[config.mk]
export PLATFORM = sky130hd
export DESIGN_NAME = timer_input_ctrl
export DESIGN_NICKNAME = d
export VERILOG_FILES = /design/src/rtl/timer_input_ctrl.sv
export SDC_FILE = /design/constraint.sdc
export NUM_CORES = 1
export LEC_CHECK = 0
export CORE_MARGIN = 2
export CORE_UTILIZATION = 54
export CTS_BUF_LIST = sky130_fd_sc_hd__clkbuf_8
export DETAILED_ROUTE_END_ITERATION = 10
export PLACE_DENSITY_LB_ADDON = 0.15
export SKIP_LAST_GASP = 1
export SLEW_MARGIN = 40
export SYNTH_ARGS = -nofsm -noshare
export SYNTH_HDL_FRONTEND = slang
export SYNTH_SLANG_ARGS = --single-unit
[constraint.sdc]
create_clock -name clk -period 6.5 [get_ports clk]
set_clock_uncertainty 0.05 [all_clocks]
set_input_delay 1.95 -clock clk [delete_from_list [all_inputs] [get_ports clk]]
set_output_delay 1.95 -clock clk [all_outputs]
set_load 0.005 [all_outputs]
[src/rtl/timer_input_ctrl.sv]
// Microwave timer input sequencer: BCD entry buffer, load handshake, display mux select.
// Optional TIMER_INPUT_QUICKSTART_EN: start in IDLE loads a 30 s quick-start value.
module timer_input_ctrl #(
  parameter int DIGITS = 4
) (
  input  logic                         clk,
  input  logic                         rst_n,
  input  logic                         key_valid,
  input  logic [3:0]                   key_code,
  input  logic                         clear,
  input  logic                         start,
  input  logic                         load_ack,
  input  logic                         timer_done,
  output logic [4*DIGITS-1:0]          entry_value,
  output logic [$clog2(DIGITS+1)-1:0]  digit_count,
  output logic                         load_req,
  output logic [4*DIGITS-1:0]          load_value,
  output logic                         mux_sel,
  output logic                         timer_cancel,
  output logic                         err
);

  localparam int W  = 4 * DIGITS;
  localparam int CW = $clog2(DIGITS + 1);
  localparam logic [CW-1:0] FULL = CW'(DIGITS);
  localparam logic [CW-1:0] ONE  = CW'(1);

  typedef enum logic [1:0] {
    IDLE,
    ENTRY,
    LOAD,
    RUN
  } state_t;

  state_t          state;
  state_t          state_nx;
  logic [W-1:0]    entry_nx;
  logic [CW-1:0]   count_nx;
  logic            req_nx;
  logic [W-1:0]    lval_nx;
  logic            mux_nx;
  logic            cancel_nx;
  logic            err_nx;

  logic            key_ok;
  logic            buf_zero;
  logic            tens_bad;
  logic [W-1:0]    shifted;

  assign key_ok   = key_valid && (key_code <= 4'd9);
  assign buf_zero = (entry_value == '0);
  assign tens_bad = (entry_value[7:4] > 4'd5);
  assign shifted  = {entry_value[W-5:0], key_code};

  always_comb begin
    state_nx  = state;
    entry_nx  = entry_value;
    count_nx  = digit_count;
    req_nx    = load_req;
    lval_nx   = load_value;
    mux_nx    = mux_sel;
    cancel_nx = 1'b0;
    err_nx    = 1'b0;
    unique case (state)
      IDLE: begin
        if (clear) begin
          entry_nx = '0;
          count_nx = '0;
        end
`ifdef TIMER_INPUT_QUICKSTART_EN
        else if (start) begin
          lval_nx  = W'(8'h30);
          req_nx   = 1'b1;
          state_nx = LOAD;
        end
`endif
        else if (key_ok) begin
          entry_nx = shifted;
          count_nx = ONE;
          state_nx = ENTRY;
        end
      end
      ENTRY: begin
        if (clear) begin
          entry_nx = '0;
          count_nx = '0;
          state_nx = IDLE;
        end else if (start) begin
          if (buf_zero || tens_bad) begin
            err_nx = 1'b1;
          end else begin
            lval_nx  = entry_value;
            req_nx   = 1'b1;
            state_nx = LOAD;
          end
        end else if (key_ok && (digit_count != FULL)) begin
          entry_nx = shifted;
          count_nx = digit_count + ONE;
        end
      end
      LOAD: begin
        // ack beats a same-cycle clear; the clear is simply discarded
        if (load_ack && load_req) begin
          req_nx   = 1'b0;
          entry_nx = '0;
          count_nx = '0;
          mux_nx   = 1'b1;
          state_nx = RUN;
        end else if (clear) begin
          req_nx   = 1'b0;
          state_nx = ENTRY;
        end
      end
      RUN: begin
        if (clear) begin
          cancel_nx = 1'b1;
          mux_nx    = 1'b0;
          state_nx  = IDLE;
        end else if (timer_done) begin
          mux_nx   = 1'b0;
          state_nx = IDLE;
        end
      end
      default: state_nx = IDLE;
    endcase
  end

  always_ff @(posedge clk or negedge rst_n) begin
    if (!rst_n) begin
      state        <= IDLE;
      entry_value  <= '0;
      digit_count  <= '0;
      load_req     <= 1'b0;
      load_value   <= '0;
      mux_sel      <= 1'b0;
      timer_cancel <= 1'b0;
      err          <= 1'b0;
    end else begin
      state        <= state_nx;
      entry_value  <= entry_nx;
      digit_count  <= count_nx;
      load_req     <= req_nx;
      load_value   <= lval_nx;
      mux_sel      <= mux_nx;
      timer_cancel <= cancel_nx;
      err          <= err_nx;
    end
  end

endmodule

==> results.cfg <==
[clock_network]
cts_resized = 0
cts_tree = done
cts_root_buffer = clkbuf_8
htreeDepth = 2
hold_buffers = 0
cts_buffer_depth = 2
cts_sinks = 41
post_cts_buffers = 0
insertion_delay_ps = 290
numCtsBuffers = 5
clk_pin_slew_worst_paths_ps = 80

[synthesis]
synth_edf_count = 0
yosysTopAreaCellShare_pct = 53.6
synth.largest_area_cell = dfrtp_1
yosysWarnings = 0
synth_cells = 175
seq_area_frac_synth_pct = 53.6
synth.distinct_cells = 34
ys_ff_latch = 41
synthFlopType = dfrtp_1
syn_area_um2 = 1920
synth.most_common_cell = dfrtp_1
ys_top_cells_by_count = dfrtp_1, nand2_1, o21ai_0, mux2_4
synthesis.nets = 193
synth_area_leaders = dfrtp_1, nand2_1, mux2_4, o21ai_0, ha_1
synth_async_sr_flop_share_pct = 100
avgSynthCellArea_um2 = 10.9

[floorplan]
dieArea_um2 = 4040
fp.dieW_um = 63.6
rows = 21
start_util_pct = 57.0
io_pins = 50
die_height_um = 63.6
core-area_um2 = 3360

[timing]
fin_setup_tns_ps = 0
rsz0062_at_grt = false
max_freq_ghz = 0.252
hold_ws_ps = 441
slew_violations = 0
slew_headroom_pct = 59.4
worst_pin_slew_ps = 608
final_hold_viol_count = 0
timing.final.ws_setup_ps = 2530
min_period_over_period_pct = 61.1
setup-violations-final = 0
finalCriticalPeriod_ps = 3970

[run_status]
status = complete, no violations

[placement]
place_ws_ps = 2220
io_buffer_count = 49
globalplace.congestion = 0.897
post-dp-hpwl_um = 2920

[power_and_ir_drop]
power_frac_seq_pct = 39.4
p_int_uw = 697
p_comb_share_pct = 45.6
peakVddDrop_mv = 0.242
sw_frac_of_total_pct = 35.6
clockPowerShare_pct = 14.9
power_switching_uw = 385
leakagePower_nw = 1.13
power_density_nw_per_um2 = 430

[layout]
drive_gt1_share_pct = 13.7
area_growth_pct = 31.4
num_antenna_cells = 0
n_fill_cell = 254
regArea_um2 = 1030
final_nets = 244
multiInputGateArea_um2 = 826

[global_route]
track_usage_pct = 23.3
globalRouteOverflowTotal = 0
antenna_found_initial = 0
grt_pass1_vias = 1453
grt_pass1_wl_um = 7160
grt_max_degree = 42

[worst_setup_path]
r2r-end = state[1]
cp_slowest_stage_delay_ps = 740
critPathTopFamily = simple AND/OR/NAND/NOR gates
crit_arrival_ps = 4110
cp.required_ps = 6640
r2r_slack_ps = 4040
endpoint_kind = flip-flop
r2r-start = state[1]
cp_num_buf_inv = 1
r2r_cells = 7
path_cells = clkdlybuf4s50_1 -> nor2b_4 -> nand2_2 -> or3b_2 -> a21boi_0 -> o32ai_1
critPathMaxFanout = 19
slowest_stage = or3b_2
worstSetupPathType = in2reg
start_kind = primary input

[worst_hold_path]
hold_path_class = reg2reg
holdCritStartpoint = load_value[7]
whs_endpoint = load_value[7]
holdPathStages = 1

[drt]
drt_pass1_iterations = 4
vias_per_cell = 5.44
route.detailed.drc = 0
wire_per_inst_um = 15.4
drtAntennaViolNets = 0
vias = 1484
drtIter0Drc = 70
drt-total-wl_um = 4200

[flow_run]
max_cap_violations = 0
worst max-delay path by stage:
stage,start,endpoint,slack (ps),depth (start not counted)
finish,clear,state[1],2530,6
global route,clear,state[1],2410,6
CTS,clear,state[1],2540,6
detailed placement,clear,state[1],2220,6
global placement,clear,state[1],2240,6
floorplan,clear,load_value[10],3240,6
cells by family after synthesis:
family	share of synthesized area, %
AOI/OAI and AO/OA	11.9
adders and majority gates	4.57
buffers and inverters	3.92
DFF	53.6
muxes	11.4
and+or+nand+nor	14.6
per-layer routing:
metal,up-vias,GRT usage [%],routed length [µm]
li1,705,-,-
met1,724,30.0,1870
met2,49,38.0,2070
met3,6,6.96,214
met4,0,7.07,54
met5,-,0,0
flip-flops by register name (all words and copies together) (netlist names):
register      flops
entry_value      16
load_req          1
mux_sel           1
state             2
timer_cancel      1
err               1
digit_count       3
load_value       16
power by group through the flow:
stage	registers [mW]	logic, mW	clock network, mW
floorplan	0.420	0.259	0
global placement	0.422	0.465	0
detailed placement	0.430	0.489	0
CTS	0.426	0.495	0.166
global route	0.441	0.541	0.179
finish	0.427	0.493	0.162
metrics by stage:
stage                     total power, mW  std cells  instance area (µm²)  util, %
after floorplan                     0.679        175                 1920        -
after global placement              0.888        264                 2420     71.9
after detailed placement            0.919        265                 2430     72.3
after CTS                            1.09        273                 2520     74.9
after global routing                 1.16        273                 2520     74.9
final                                1.08        273                 2520     74.9
worst register-to-register path, cell delays in order (launching register included):
cell,delay [ps]
dfrtp_1,420
inv_1,110
ha_1,240
nor2b_4,230
nand2_2,70
or3b_2,740
a21boi_0,230
o32ai_1,270
cells in the final DEF, fill, tap and decap left out, types with 2 or more instances in the layout:
| master | synthesis | layout |
|---|---|---|
| ha_1 | 7 | 7 |
| a21oi_1 | 5 | 5 |
| clkdlybuf4s50_1 | 0 | 48 |
| inv_1 | 7 | 7 |
| nor2b_1 | 3 | 3 |
| dfrtp_1 | 41 | 41 |
| nand2_1 | 37 | 37 |
| mux2_2 | 7 | 7 |
| mux2_4 | 8 | 8 |
| nor4_1 | 4 | 4 |
| clkinv_2 | 0 | 2 |
| clkbuf_8 | 0 | 5 |
| o21ai_0 | 22 | 22 |
| mux2i_1 | 2 | 2 |
| nor2_1 | 5 | 4 |
| and2_1 | 2 | 2 |
| buf_4 | 0 | 2 |
| a21boi_0 | 3 | 3 |
cell type report:
type,count,area share (%)
clock buffers,5,2.73
inverters,7,1.04
well taps,46,2.29
repair buffers,50,19.7
multi-input cells,121,32.8
clock inverters,3,0.696
flip-flops and latches,41,40.8
(Power assumes the default switching activity.)
